==> src/rtl/rom_arb_pkg.sv <==
// Shared types and the round-robin winner function for the ROM read-channel arbiter.
package rom_arb_pkg;

  typedef enum logic [1:0] {RESYNC, IDLE, WAIT} arb_state_t;

  localparam int MAX_REQ = 8;

  // Scan upward from ptr (wrapping at n) and return the first pending index.
  function automatic logic [2:0] rr_pick(input logic [MAX_REQ-1:0] pend,
                                         input logic [2:0]         ptr,
                                         input int unsigned        n);
    logic [2:0] win;
    logic [2:0] idx;
    logic       found;
    win   = ptr;
    found = 1'b0;
    for (int unsigned k = 0; k < MAX_REQ; k++) begin
      idx = 3'((32'(ptr) + k) % n);
      if (!found && (k < n) && pend[idx]) begin
        win   = idx;
        found = 1'b1;
      end
    end
    return win;
  endfunction

endpackage

==> src/rtl/rom_arbiter_rr_select.sv <==
// Combinational winner selection: round-robin from ptr, optionally overridden by port 0.
module rr_select
  import rom_arb_pkg::*;
#(
  parameter int N_REQ = 4,
  parameter int PRIO0 = 0,
  localparam int GW   = $clog2(N_REQ)
) (
  input  logic [N_REQ-1:0] pend,
  input  logic [GW-1:0]    ptr,
  output logic [GW-1:0]    winner
);

  always_comb begin
    winner = GW'(rr_pick(MAX_REQ'(pend), 3'(ptr), N_REQ));
    if ((PRIO0 != 0) && pend[0]) begin
      winner = '0;
    end
  end

endmodule

==> src/rtl/rom_arbiter.sv <==
// Shares one toggle-handshake ROM read channel among N_REQ toggle-handshake requesters.
module rom_arbiter
  import rom_arb_pkg::*;
#(
  parameter int N_REQ  = 4,
  parameter int ADDR_W = 27,
  parameter int DATA_W = 16,
  parameter int PRIO0  = 0,
  localparam int GW    = $clog2(N_REQ)
) (
  input  logic                     clk,
  input  logic                     reset_n,
  input  logic [N_REQ*ADDR_W-1:0]  req_address,
  input  logic [N_REQ-1:0]         req_req,
  output logic [N_REQ-1:0]         req_ack,
  output logic [N_REQ*DATA_W-1:0]  req_data,
  output logic [ADDR_W-1:0]        rom_address,
  output logic                     rom_req,
  input  logic                     rom_ack,
  input  logic [DATA_W-1:0]        rom_data,
  output logic                     busy,
  output logic [GW-1:0]            grant
);

  arb_state_t        state, state_nxt;
  logic [N_REQ-1:0]  pend;
  logic [GW-1:0]     rr_ptr;
  logic [GW-1:0]     winner;
  logic [GW-1:0]     grant_inc;
  logic              rom_match;
  logic              do_grant;
  logic              do_done;

  assign pend      = req_req ^ req_ack;
  assign rom_match = (rom_ack == rom_req);
  assign busy      = (state != IDLE);
  assign grant_inc = (grant == GW'(N_REQ - 1)) ? '0 : grant + 1'b1;

  rr_select #(
    .N_REQ (N_REQ),
    .PRIO0 (PRIO0)
  ) u_rr_select (
    .pend   (pend),
    .ptr    (rr_ptr),
    .winner (winner)
  );

  always_ff @(posedge clk or negedge reset_n) begin
    if (!reset_n) begin
      state <= RESYNC;
    end else begin
      state <= state_nxt;
    end
  end

  always_comb begin
    state_nxt = state;
    do_grant  = 1'b0;
    do_done   = 1'b0;
    case (state)
      RESYNC: state_nxt = IDLE;
      IDLE: begin
        if (pend != '0) begin
          do_grant  = 1'b1;
          state_nxt = WAIT;
        end
      end
      WAIT: begin
        if (rom_match) begin
          do_done   = 1'b1;
          state_nxt = IDLE;
        end
      end
      default: state_nxt = RESYNC;
    endcase
  end

  // RESYNC realigns rom_req so a transaction orphaned by reset is never left outstanding.
  always_ff @(posedge clk or negedge reset_n) begin
    if (!reset_n) begin
      req_ack     <= '0;
      req_data    <= '0;
      rom_address <= '0;
      rom_req     <= 1'b0;
      grant       <= '0;
      rr_ptr      <= '0;
    end else begin
      if (state == RESYNC) begin
        rom_req <= rom_ack;
      end
      if (do_grant) begin
        rom_address <= req_address[winner*ADDR_W +: ADDR_W];
        rom_req     <= ~rom_req;
        grant       <= winner;
      end
      if (do_done) begin
        req_data[grant*DATA_W +: DATA_W] <= rom_data;
        req_ack[grant]                   <= ~req_ack[grant];
        rr_ptr                           <= grant_inc;
      end
    end
  end

endmodule
==> config.mk <==
export PLATFORM = sky130hd
export DESIGN_NAME = rom_arbiter
export DESIGN_NICKNAME = d
export VERILOG_FILES = /design/src/rtl/rom_arb_pkg.sv /design/src/rtl/rom_arbiter_rr_select.sv /design/src/rtl/rom_arbiter.sv
export SDC_FILE = /design/constraint.sdc
export NUM_CORES = 1
export LEC_CHECK = 0
export ABC_AREA = 1
export BUFFER_PORTS_ARGS = -buffer_cell sky130_fd_sc_hd__buf_2
export CAP_MARGIN = 5
export CORE_MARGIN = 2
export CORE_UTILIZATION = 25
export CTS_BUF_LIST = sky130_fd_sc_hd__clkbuf_4 sky130_fd_sc_hd__clkbuf_8
export DETAILED_ROUTE_END_ITERATION = 10
export PLACE_DENSITY_LB_ADDON = 0.08
export SETUP_SLACK_MARGIN = 0.02
export SYNTH_ARGS = -nofsm -noshare
export SYNTH_HDL_FRONTEND = slang
export SYNTH_HIERARCHICAL = 1
export SYNTH_SLANG_ARGS = --single-unit
==> constraint.sdc <==
create_clock -name clk -period 3.7 [get_ports clk]
set_input_delay 0.555 -clock clk [delete_from_list [all_inputs] [get_ports clk]]
set_output_delay 0.555 -clock clk [all_outputs]
set_load 0.1 [all_outputs]
== Word-level counts from Yosys, hierarchy flattened ==
Index checks and enable logic that the tools add are counted.

* Bits in registers: 102
* Bits of input ports: 131
* Output and inout bits: 99
* Word-level logic and storage cells: 73

* Add/subtract/negate cells: 5
* $mul: 1
* $lt $le $gt $ge: 6
* Equality and inequality tests: 7
* Shift operators: 3
* Mux-type cells: 30
* Bitwise gates (word level): 3
* Reductions and logical operators: 11

{| class="wikitable"
|+ Operators with widths
! kind !! count
|-
| indexed part select 108 x 8 -> 27 bit || 1
|-
| bitwise mux 64 bit || 1
|-
| variable shift 16 x 34 -> 64 bit (first input constant) || 1
|-
| indexed part select 16 x 34 -> 64 bit || 1
|-
| negation 6 -> 34 bit || 1
|-
| < comparator 2 x 4 -> 1 bit (second input constant) || 4
|-
| 2-to-1 mux 1 bit || 15
|-
| 2-to-1 mux 2 bit || 6
|-
| binary-select mux 1 bit (select 2 bit) || 5
|-
| multiplier 2 x 5 -> 7 bit (second input constant) || 1
|-
| one-hot mux 2 bit (3 select lines) || 1
|-
| adder 2 x 1 -> 2 bit (second input constant) || 2
|-
| adder 2 bit (second input constant) || 2
|-
| bitwise mux 4 bit || 1
|-
| == test 2 bit (second input constant) || 2
|-
| logical AND 1 bit || 4
|-
| != test 2 bit (second input constant) || 2
|-
| nonzero test 4 bit || 1
|-
| XOR 4 bit || 1
|-
| logical NOT 1 bit || 3
|-
| < comparator 2 x 3 -> 1 bit (second input constant) || 1
|-
| demux 1 bit (select 2 bit) || 1
|-
| == test 2 x 1 -> 1 bit (second input constant) || 1
|-
| >= comparator 2 x 1 -> 1 bit (second input constant) || 1
|-
| 6 further kinds || 7
|}

== Depth between registers and ports, before layout ==
Gate-level depths: netlist of the first run.

* Depth after elaboration: 15
* Depth in mapped cells: 20
* Depth with buffers taken out: 19

== Modules after synthesis ==
The synthesis of the first run kept the hierarchy.

{| class="wikitable"
|+ By module, submodules not included
! module !! instances !! cells an instance !! area each (um^2) !! seq. area each (um^2)
|-
| rom_arbiter || 1 || 861 || 5,880.6 || 2,552.4
|-
| rr_select || 1 || 61 || 286.5 || 0.0
|}

== Worst setup path after synthesis of the first run ==
Ideal clock, no wire load.

* Path type: flip-flop to flip-flop
* From: register grant[0]
* To: register req_data[40]
* Setup time: 122 ps
* Data arrival time: 2,629 ps
* Required time: 3,578 ps
* Setup slack: 949 ps
* Stages on the path, launching flop included: 12
* Path buffers: 3
* Clock period less this slack: 2,751 ps
* Cells stage by stage: dfrtp_1 > buf_2 > buf_2 > inv_1 > ha_1 > inv_1 > nor2_4 > nand2_1 > clkbuf_1 > nor3_1 > nand2_1 > nand2_1

* Word-level cells in the longest chain between the ends: 3
* Elaborated cells between the ends (all ways): 4
* Classes of those cells: add/sub: 1; shift: 2; mux: 1

{| class="wikitable"
|+ RTL lines
! element !! line !! source
|-
| start: declaration || rom_arbiter.sv:22 || <nowiki>output logic [GW-1:0] grant</nowiki>
|-
| start signal: assignment || rom_arbiter.sv:94 || <nowiki>grant <= winner;</nowiki>
|-
| negation 6 -> 34 bit * || rom_arbiter.sv:97 || <nowiki>req_data[grant*DATA_W +: DATA_W] <= rom_data;</nowiki>
|-
| indexed part select 16 x 34 -> 64 bit / variable shift 16 x 34 -> 64 bit (equally long branches) || rom_arbiter.sv:97 ||
|-
| bitwise mux 64 bit * || rom_arbiter.sv:97 ||
|-
| end signal: indexed assignment || rom_arbiter.sv:97 ||
|-
| end: declaration || rom_arbiter.sv:16 || <nowiki>output logic [N_REQ*DATA_W-1:0] req_data,</nowiki>
|}

Every way passes the cells marked *; elsewhere a longest branch is shown, timed or not.
A chain may end at the register's enable or synchronous reset.

== Final worst setup path of the first run ==
* From: register req_ack[3]
* To: register rom_address[23]

* Word-level cells in the longest chain between the ends: 15
* Elaborated cells between the ends (all ways): 26
* Classes of those cells: mul: 1; shift: 1; mux: 16; bitwise: 1; reduce/logical: 7

{| class="wikitable"
|+ RTL lines
! element !! line !! source
|-
| start: declaration || rom_arbiter.sv:15 || <nowiki>output logic [N_REQ-1:0] req_ack,</nowiki>
|-
| start signal: indexed assignment || rom_arbiter.sv:98 || <nowiki>req_ack[grant] <= ~req_ack[grant];</nowiki>
|-
| XOR 4 bit * || rom_arbiter.sv:34 || <nowiki>assign pend = req_req ^ req_ack;</nowiki>
|-
| named net pend[3] || rom_arbiter.sv:26 || <nowiki>logic [N_REQ-1:0] pend;</nowiki>
|-
| binary-select mux 1 bit (select 2 bit) || rom_arb_pkg.sv:19 || <nowiki>if (!found && (k < n) && pend[idx]) begin</nowiki>
|-
| 2-to-1 mux 1 bit (not written as such) || rom_arb_pkg.sv:19 ||
|-
| 2-to-1 mux 1 bit || rom_arb_pkg.sv:19 ||
|-
| logical NOT 1 bit || rom_arb_pkg.sv:19 ||
|-
| logical AND 1 bit || rom_arb_pkg.sv:19 ||
|-
| 2-to-1 mux 1 bit || rom_arb_pkg.sv:19 ||
|-
| logical NOT 1 bit || rom_arb_pkg.sv:19 ||
|-
| logical AND 1 bit || rom_arb_pkg.sv:19 ||
|-
| 2-to-1 mux 1 bit || rom_arb_pkg.sv:19 ||
|-
| logical NOT 1 bit || rom_arb_pkg.sv:19 ||
|-
| logical AND 1 bit || rom_arb_pkg.sv:19 ||
|-
| 2-to-1 mux 2 bit * || rom_arb_pkg.sv:19 ||
|-
| named net winner[0] || rom_arbiter.sv:28 || <nowiki>logic [GW-1:0] winner;</nowiki>
|-
| multiplier 2 x 5 -> 7 bit * || rom_arbiter.sv:92 || <nowiki>rom_address <= req_address[winner*ADDR_W +: ADDR_W];</nowiki>
|-
| indexed part select 108 x 8 -> 27 bit * || rom_arbiter.sv:92 ||
|-
| end signal: assignment || rom_arbiter.sv:92 ||
|-
| end: declaration || rom_arbiter.sv:17 || <nowiki>output logic [ADDR_W-1:0] rom_address,</nowiki>
|}

Mark *: on every way through the listed nets, which the timed path passes. The rest lies on a longest branch. The select of a mux whose other input is x is not followed.

==> results of run 1 <==
[synthesized netlist by cell type (7+ instances only)]
library cell,n,area share (%)
sky130_fd_sc_hd__nor3_1,25,2.0
sky130_fd_sc_hd__or2_2,27,2.7
sky130_fd_sc_hd__clkbuf_1,16,0.97
sky130_fd_sc_hd__nand2_2,11,1.1
sky130_fd_sc_hd__nand3_1,102,8.3
sky130_fd_sc_hd__ha_1,7,1.4
sky130_fd_sc_hd__dfrtp_1,102,41
sky130_fd_sc_hd__inv_1,109,6.6
sky130_fd_sc_hd__nand2_1,398,24
sky130_fd_sc_hd__o21ai_0,11,0.89
sky130_fd_sc_hd__nor2_1,65,4.0
sky130_fd_sc_hd__buf_2,16,1.3
[per-stage QoR]
stage	cell area [sq um]	setup slack (ns)	hold slack, ns	instances	util, %
2_1_floorplan	6170	0.949	0.259	922	-
3_3_place_gp	7560	0.876	0.450	1439	31.2
3_5_place_dp	7560	0.842	0.454	1439	31.2
4_1_cts	7770	1.00	0.193	1455	32.0
5_1_grt	7770	0.719	0.226	1455	32.0
6_report	7770	1.05	0.186	1455	32.0
[cell families (layout without fill, tap and decap cells)]
family,after synthesis,count (layout),synth area share [%]
XOR/XNOR,2,2,0.406
flip-flops,102,102,41.4
adder cells (fa/ha/maj),7,7,1.42
AO/OA/AOI/OAI,15,15,1.26
AND/OR/NAND/NOR,636,636,44.4
buffers and inverters,160,369,11.2
[state kept, by name, summed over array words and instances, names as in the netlist]
name,flops
req_data,64
rom_address,27
req_ack,4
grant,2
rr_ptr,2
state,2
rom_req,1
[layout make-up]
type,instances,area share [%]
clock inverter,5,0.853
inverter,115,5.62
tap,324,5.22
timing repair buffer,238,15.8
multi-input combinational,660,37.8
sequential,102,32.8
clock buffer,11,1.87
[how the worst min path moves through the flow]
| stage | start | to | cells after the start |
|---|---|---|---|
| global route | reset_n | req_data[14] | 1 |
| CTS | reset_n | req_data[39] | 1 |
| floorplan | reset_n | grant[0] | 0 |
| finish | reset_n | req_data[39] | 1 |
| detailed placement | req_data[36] | req_data[36] | 2 |
| global placement | req_data[4] | req_data[4] | 2 |
[worst max-delay path, cell delays in order, from the launching register on]
cell	delay, ns
sky130_fd_sc_hd__dfrtp_1	0.44
sky130_fd_sc_hd__inv_1	0.12
sky130_fd_sc_hd__nand2_1	0.06
sky130_fd_sc_hd__nand2_1	0.11
sky130_fd_sc_hd__nand2_1	0.08
sky130_fd_sc_hd__nand2_1	0.09
sky130_fd_sc_hd__nand2_1	0.05
sky130_fd_sc_hd__nand2_1	0.09
sky130_fd_sc_hd__inv_1	0.05
sky130_fd_sc_hd__nand4_2	0.10
sky130_fd_sc_hd__clkinv_1	0.09
sky130_fd_sc_hd__nand2_1	0.10
sky130_fd_sc_hd__nand2_4	0.26
sky130_fd_sc_hd__buf_12	0.30
sky130_fd_sc_hd__or2_2	0.31
sky130_fd_sc_hd__nand3_1	0.07
sky130_fd_sc_hd__nand2_1	0.07
sky130_fd_sc_hd__nand3_1	0.08
sky130_fd_sc_hd__nand2_1	0.05
[routing by layer]
metal	up-vias	global-route usage [%]	wire length (um)	part of all wire, %
met1	2684	20.9	9430	46
met3	22	4.80	1570	7.6
met4	8	4.42	291	1.4
met2	185	26.3	9370	45
met5	-	0	48	0.23
li1	3186	-	-	-
==> key figures, run 1 <==
Run status
  • Outcome: finished, final reports clean

Setup path
  • Depth of the worst register-to-register path: 18
  • Reg-to-reg slack, setup: 1.05 ns
  • Critical Path Source: req_ack[3]
  • Worst Path Arrival: 2.92 ns
  • Startpoint types: flip-flop
  • Worst R2R End: rom_address[23]
  • Worst reg2reg path startpoint: req_ack[3]
  • Worst setup endpoint: rom_address[23]
  • Peak fanout along the critical path: 63
  • Category of the worst setup path capture point: flip-flop
  • Data required, critical path: 3.97 ns
  • Critical path class: reg2reg

STA
  • Setup tns final: 0 ns
  • Worst max-slew margin expressed relative to the limit: a little over half
  • Fin crit period: between 2 and 3 ns
  • Clock skew after layout: 0.0147 ns
  • RSZ-0062 raised after global routing: false
  • Peak clock frequency supported by timing: 377 MHz
  • Final Hold Viols: 0
  • Count of final setup violators: 0
  • Portion of the clock cycle consumed by the worst path in the final layout: between 70 and 80%
  • Slew @ Worst Pin: 0.676 ns
  • Max-slew violation total from the final report: 0

Hold path
  • Class of the tightest hold or removal check: in2async

Route
  • Routed wire length: just over 20 mm
  • Starting DRT DRC Count: around 260
  • Post-route antenna net violation count: 0
  • Avg WL per Cell: 14.2 um
  • Routed vias/inst: between 4 and 5
  • 1st-pass router iterations: 4
  • DRC violations left: 0
  • Count of vias placed by the detailed router: roughly 6000

CTS
  • Number of instances resized during post-cts repair: 0
  • Clock latency on the worst-skew pair: 0.38 ns
  • Root buffer cell: sky130_fd_sc_hd__clkbuf_8
  • Level count of the clock H-tree: 3
  • Clock slew seen by the registers of the worst setup and hold paths: 0.11 ns
  • Hold_buf cts: 0
  • Number of buffers added by the clock tree synthesis step: 9
  • Clock Path Buffers: 2
  • CTS tree: yes
  • TritonCTS sink count: roughly 100
  • Post-CTS repair timing setup buffer count: 0

Run
  • Maxcap violations: 0

Placed design
  • Total of buffers placed on input and output ports: 229
  • HPWL reported at the end of detailed placement: 15.5 mm
  • Global placer's final weighted congestion: 0.768

Yosys
  • Library cells used by synthesis: 31
  • Yosys warns: 6
  • Post-Syn Nets: 1060
  • Post-synthesis cell area: between 0.006 and 0.007 sq mm
  • Prevailing post-synth register cell: sky130_fd_sc_hd__dfrtp_1
  • Number of flops mapped to enable cells by yosys: 0
  • Synthesized netlist cell count: 922
  • FF+latch count, synth: about 100
  • Proportion of register bits with asynchronous set or reset after synthesis: 100%
  • Avg Synthesized Cell Area: 6.69 sq um
  • Share of the yosys chip area belonging to registers: 41.4%

Finish
  • Commonest cells after routing, fill and taps aside: sky130_fd_sc_hd__nand2_1 (397), sky130_fd_sc_hd__buf_2 (228), sky130_fd_sc_hd__inv_1 (109), sky130_fd_sc_hd__nand3_1 (102), sky130_fd_sc_hd__dfrtp_1 (102)
  • Area growth from synthesis to layout: 26.0%
  • Number of nets in the finished design: 1264
  • Most frequent standard cell in the layout excluding fill and tap cells: sky130_fd_sc_hd__nand2_1
  • Number of inserted diodes: 0
  • Area used by multi-input combinational logic: approximately 0.0029 sq mm
  • Fill cells: approximately 2800
  • Storage element area: 0.00255 sq mm
  • Fraction of layout instances using a drive strength above 1: 27.2%

Global route
  • Global route overflow: 0
  • Vias in the first global route: 5969
  • Initial antenna violation count: 4
  • Global-route total usage across every layer: 16.1%
  • Wire length of the first global-routing pass: approximately 33 mm
  • Largest net degree at the start of global routing: 64

Floorplanning
  • Ports placed on the boundary: 230
  • Die area: 0.0259 sq mm
  • Site row count: 57
  • Area of the core region: approximately 0.024 sq mm
  • Height of the die: 161 um
  • Effective utilization at floorplan: 25.4%
  • Horizontal die dimension: ~160 um
Power of run 1 is not shown: default switching activity piles up to over one toggle a cycle in this logic, so the estimate is an artifact.
==> run 2, diff against run 1 <==
Clock period 3.7 ns to 2.15 ns, I/O delays scaled along.
==> key figures, run 2 (synthesis gave the netlist of run 1 again) <==
Run status
  • Outcome: finished with violations
  • Failing checks: negative setup slack

STA
  • Peak clock frequency supported by timing: around 430 MHz
  • Setup slack after layout: -0.163 ns
  • RSZ-0062 raised after global routing: true
  • Count of final setup violators: 27
  • Fin crit period: 2.31 ns
  • Final Hold Viols: 0
  • Clock skew after layout: 0.0216 ns
  • Max-slew violation total from the final report: 0
  • Worst max-slew margin expressed relative to the limit: 65.6%
  • Portion of the clock cycle consumed by the worst path in the final layout: 108%
  • Slew @ Worst Pin: slightly above 0.5 ns

Finish
  • Fraction of layout instances using a drive strength above 1: 37.0%
  • Largest regs: req_data (64), rom_address (27), req_ack (4)
  • Commonest cells after routing, fill and taps aside: sky130_fd_sc_hd__nand2_1 (366), sky130_fd_sc_hd__buf_2 (227), sky130_fd_sc_hd__inv_1 (102), sky130_fd_sc_hd__dfrtp_1 (95), sky130_fd_sc_hd__nand3_1 (76)
  • Number of inserted diodes: 0
  • Fin area: 0.00871 sq mm
  • Post-layout instance count excluding filler cells: 1500
  • Number of nets in the finished design: 1309
  • Area growth from synthesis to layout: 41.2%
  • Register bank with the most flops: req_data
  • Max FFs per register: 64
  • Most frequent standard cell in the layout excluding fill and tap cells: sky130_fd_sc_hd__nand2_1

CTS
  • CTS tree: yes
  • Clock Path Buffers: 2
  • TritonCTS sink count: 102
  • Clock slew seen by the registers of the worst setup and hold paths: 0.11 ns
  • Clock latency on the worst-skew pair: approximately 0.4 ns
  • Number of buffers added by the clock tree synthesis step: 9
  • Level count of the clock H-tree: 3
  • Root buffer cell: sky130_fd_sc_hd__clkbuf_8

Placed design
  • Cell count after placement: about 1500
  • Placed cell areas: 0.00791 sq mm
  • Total of buffers placed on input and output ports: 229
  • Minimum setup slack after placement: -0.155 ns
  • Global placer's final weighted congestion: 0.817
  • HPWL reported at the end of detailed placement: 15.5 mm

Route
  • Post-route antenna net violation count: 0
  • Avg WL per Cell: about 14 um
  • 1st-pass router iterations: 4
  • DRC violations left: 0
  • Routed wire length: 21.2 mm
  • Count of vias placed by the detailed router: between 6000 and 7000
  • Starting DRT DRC Count: 303
  • Routed vias/inst: 4.19

Setup path
  • Worst Path Arrival: approximately 2.6 ns
  • Critical path class: reg2reg
  • Depth of the worst register-to-register path: 18
  • Data required, critical path: between 2 and 2.5 ns
  • Worst reg2reg path startpoint: req_ack[2]
  • Critical Path Source: req_ack[2]
  • Worst setup endpoint: rom_address[6]
  • Category of the worst setup path capture point: flip-flop
  • Worst R2R End: rom_address[6]
  • Reg-to-reg slack, setup: -0.16 ns
  • Peak fanout along the critical path: 6
  • Startpoint types: flip-flop

Floorplanning
  • Site row count: 57
  • Height of the die: 161 um
  • Effective utilization at floorplan: roughly a quarter
  • Horizontal die dimension: 161 um
  • Area of the core region: 0.0242 sq mm
  • Die area: 0.0259 sq mm
  • Ports placed on the boundary: 230

Global route
  • Vias in the first global route: 6332
  • Initial antenna violation count: 1
  • Global-route total usage across every layer: 16.4%
  • Global route overflow: 0
  • Largest net degree at the start of global routing: 48
  • Wire length of the first global-routing pass: between 30 and 40 mm

Run
  • Maxcap violations: 0

Hold path
  • Class of the tightest hold or removal check: in2reg
==> run 2: cell count changes in the layout (fill, tap and decap cells not counted), sizes merged <==
cell / delta
bufinv: -1
buf: +43
clkbuf: -1
clkinvlp: +1
inv: +2
dlygate4sd3: +1
==> run 2: repair_timing <==
| action | in CTS | in global routing |
|---|---|---|
| buffers inserted | 6 | 4 |
| hold buffers | 1 | 0 |
| hold endpoints to repair | 25 | 0 |
| endpoints found under the setup margin | 28 | 40 |
| pin swaps | 11 | 22 |
| resized for setup | 59 | 54 |
| gates cloned | 4 | 1 |
==> run 2: area by class of cell <==
type                            count  area, sq um
Clock buffer                        9          124
Inverter                          115          452
Multi-Input combinational cell    660         3310
Timing Repair Buffer              283         1780
Fill cell                        2687        15500
Tap cell                          324          405
Sequential cell                   102         2570
Clock inverter                      7         71.3
==> run 2: worst min-delay path by stage <==
stage | to | cells after the start | start | slack (ns)
6_report | req_data[0] | 3 | rom_data[0] | 0.17
5_1_grt | req_data[0] | 3 | rom_data[0] | 0.18
2_1_floorplan | grant[1] | 0 | reset_n | 0.03
4_1_cts | req_data[0] | 3 | rom_data[0] | 0.15
3_5_place_dp | req_ack[0] | 1 | reset_n | 0.30
3_3_place_gp | req_ack[0] | 1 | reset_n | 0.30
==> run 2: layer usage <==
layer / track usage (%) / vias to the layer above / routed length (um)
li1: - / 3284 / -
met1: 21.6 / 2792 / 9820
met2: 26.8 / 195 / 9690
met3: 4.34 / 19 / 1400
met4: 4.02 / 2 / 280
met5: 0 / - / 13
==> run 2: per-stage QoR <==
stage	TNS, ns	util (%)	hold WS [ns]
after floorplan	-3.12	-	0.0269
after global placement	-2.05	32.6	0.304
after detailed placement	-2.91	32.6	0.301
after CTS	-2.79	34.9	0.148
after global routing	-6.72	35.9	0.179
final	-2.90	35.9	0.170
==> run 2: worst max-delay path, cell delays in order, from the launching register on <==
cell	delay (ns)
sky130_fd_sc_hd__dfrtp_4	0.51
sky130_fd_sc_hd__inv_2	0.07
sky130_fd_sc_hd__nand2_2	0.06
sky130_fd_sc_hd__nand2_4	0.08
sky130_fd_sc_hd__nand2_1	0.05
sky130_fd_sc_hd__nand2_1	0.09
sky130_fd_sc_hd__nand2_1	0.07
sky130_fd_sc_hd__nand2_2	0.07
sky130_fd_sc_hd__nand2_2	0.06
sky130_fd_sc_hd__xor2_2	0.19
sky130_fd_sc_hd__nand2_4	0.10
sky130_fd_sc_hd__nand2_8	0.11
sky130_fd_sc_hd__buf_12	0.16
sky130_fd_sc_hd__buf_16	0.12
sky130_fd_sc_hd__or2_4	0.24
sky130_fd_sc_hd__nand3_2	0.06
sky130_fd_sc_hd__nand2_2	0.05
sky130_fd_sc_hd__nand3_2	0.06
sky130_fd_sc_hd__nand2_1	0.05
Power of run 2 is left out for the same reason.
==> run 3, diff against run 2 <==
Settings changed: BUFFER_PORTS_ARGS -buffer_cell sky130_fd_sc_hd__buf_2 to default, DONT_BUFFER_PORTS from default to 1, PLACE_DENSITY from default to 0.36, PLACE_DENSITY_LB_ADDON 0.08 to default, SETUP_SLACK_MARGIN 0.02 to default.
==> key figures, run 3 (synthesis gave the netlist of run 1 again) <==
Setup path
  • Peak fanout along the critical path: 8
  • Category of the worst setup path capture point: flip-flop
  • Slowest stage cell, crit path: sky130_fd_sc_hd__dfrtp_4
  • Worst reg2reg path startpoint: req_ack[0]
  • Startpoint types: flip-flop
  • Depth of the worst register-to-register path: 16
  • Worst R2R End: rom_address[19]
  • Worst path buffer plus inverter count: 3
  • Cell count along the critical path: 16
  • Reg-to-reg slack, setup: -0.17 ns
  • Cell type group with the largest total delay on the critical path: simple AND/OR/NAND/NOR gates
  • Critical path, cell by cell: inv_4 -> nand2_4 -> nand2_4 -> inv_2 -> nand2_2 -> nand2_2 -> o21ai_2 -> nand4_4 -> nand2_4 -> nand2_8 -> buf_12 -> or2_2 -> nand3_1 -> nand2_1 -> nand3_1 -> nand2_1
  • Worst setup endpoint: rom_address[19]
  • Most Frequent Cell on Critical Path: sky130_fd_sc_hd__nand2_4
  • Worst Path Arrival: 2.61 ns
  • Critical path class: reg2reg
  • Data required, critical path: 2.44 ns
  • Largest stage delay on the critical path: ~0.52 ns
  • Critical Path Source: req_ack[0]

Placed design
  • Minimum setup slack after placement: -0.269 ns
  • Total of buffers placed on input and output ports: 0
  • Global placer's final weighted congestion: around 0.8
  • HPWL reported at the end of detailed placement: 14.7 mm

Floorplanning
  • Site row count: 57
  • Ports placed on the boundary: 230
  • Area of the core region: 0.0242 sq mm
  • Effective utilization at floorplan: 25.4%
  • Horizontal die dimension: around 160 um
  • Height of the die: 161 um
  • Die area: 0.0259 sq mm

Finish
  • Area growth from synthesis to layout: 37.6%
  • Most frequent standard cell in the layout excluding fill and tap cells: sky130_fd_sc_hd__nand2_1
  • Commonest cells after routing, fill and taps aside: sky130_fd_sc_hd__nand2_1 (359), sky130_fd_sc_hd__buf_4 (134), sky130_fd_sc_hd__inv_1 (101), sky130_fd_sc_hd__dfrtp_1 (95), sky130_fd_sc_hd__nand3_1 (73)
  • Max FFs per register: 64
  • Largest regs: req_data (64), rom_address (27), req_ack (4)
  • Number of nets in the finished design: 1185
  • Register bank with the most flops: req_data
  • Fraction of layout instances using a drive strength above 1: 32.2%

Route
  • Routed vias/inst: 4.28
  • Post-route antenna net violation count: 0
  • Routed wire length: roughly 21 mm
  • Count of vias placed by the detailed router: 5890
  • Starting DRT DRC Count: between 200 and 300
  • Avg WL per Cell: 15.4 um
  • DRC violations left: 0
  • 1st-pass router iterations: 4

CTS
  • CTS tree: yes
  • TritonCTS sink count: about 100
  • Level count of the clock H-tree: 3
  • Clock Path Buffers: 2
  • Clock slew seen by the registers of the worst setup and hold paths: 0.12 ns
  • Clock latency on the worst-skew pair: 0.40 ns
  • Root buffer cell: sky130_fd_sc_hd__clkbuf_8
  • Number of buffers added by the clock tree synthesis step: 9

STA
  • Peak clock frequency supported by timing: between 400 and 500 MHz
  • Count of final setup violators: 28
  • Max-slew violation total from the final report: 0
  • Fin crit period: 2.32 ns
  • RSZ-0062 raised after global routing: true
  • Worst max-slew margin expressed relative to the limit: 68.7%
  • Clock skew after layout: between 0.02 and 0.03 ns
  • Slew @ Worst Pin: 0.469 ns
  • WHS: -0.396 ns
  • Portion of the clock cycle consumed by the worst path in the final layout: 108%
  • Final Hold Viols: a little over 100
  • Setup slack after layout: -0.174 ns

Run status
  • Outcome: finished with violations
  • Failing checks: negative hold slack, negative setup slack

Global route
  • Initial antenna violation count: 2
  • Vias in the first global route: 5742
  • Global route overflow: 0
  • Largest net degree at the start of global routing: between 100 and 150
  • Global-route total usage across every layer: 16.0%
  • Wire length of the first global-routing pass: 32.7 mm

Hold path
  • Class of the tightest hold or removal check: in2async

Run
  • Maxcap violations: 0
## run 3: cell types whose count changed in the layout (fill, tap and decap cells not counted), sizes merged
cell	previous run	this run
nand2	410	411
clkinvlp	2	0
clkinv	2	1
buf	281	155
dlygate4sd3	1	0
diode	0	1
inv	118	119
bufinv	0	1
clkbuf	10	13
## run 3: repair_timing
action	CTS	global route
buffers inserted	8	7
pin swaps	39	80
resized for setup	53	101
cloned	5	4
setup endpoints to repair	28	28
hold endpoints to repair	102	102
## run 3: area by class of cell
| class | count | area [sq um] |
|---|---|---|
| inverter | 115 | 447 |
| fill | 2648 | 15800 |
| multi-input combinational | 661 | 3420 |
| sequential | 102 | 2570 |
| clock inverter | 6 | 81.3 |
| timing repair buffer | 158 | 1410 |
| clock buffer | 10 | 138 |
| antenna | 1 | 2.50 |
| tap | 324 | 405 |
## run 3: layer usage
| layer | global-route usage (%) | up-vias | wire, um |
|---|---|---|---|
| li1 | - | 3038 | - |
| met1 | 20.9 | 2653 | 9480 |
| met2 | 26.0 | 184 | 9940 |
| met3 | 4.47 | 13 | 1520 |
| met4 | 4.14 | 2 | 230 |
| met5 | 0 | - | 11 |
## run 3: through the flow
| stage | setup TNS [ns] | cells | utilization (%) | cell area [sq um] |
|---|---|---|---|---|
| floorplan | -3.12 | 922 | - | 6260 |
| CTS | -4.74 | 1366 | 33.2 | 8040 |
| global placement | -4.82 | 1337 | 30.7 | 7440 |
| finish | -2.58 | 1377 | 35.0 | 8480 |
| detailed placement | -4.59 | 1337 | 30.7 | 7440 |
| global route | -6.41 | 1377 | 35.0 | 8480 |
## run 3: worst reg2reg max path: cells and delay by family (launching register included)
family | cells | cell delay, ns
simple gates | 12 | 1.25
buf+inv | 3 | 0.28
flops | 1 | 0.52
compound gates | 1 | 0.16
## run 3: how the worst min path moves through the flow
stage                              end  slack [ns]  depth (start not counted)
after floorplan               grant[1]        0.03                          0
after global placement     req_data[7]        0.03                          0
after detailed placement  req_data[14]        0.03                          0
after CTS                 req_data[10]       -0.43                          0
after global routing      req_data[30]       -0.43                          0
final                       req_ack[2]       -0.40                          0
Power of run 3 is left out for the same reason.
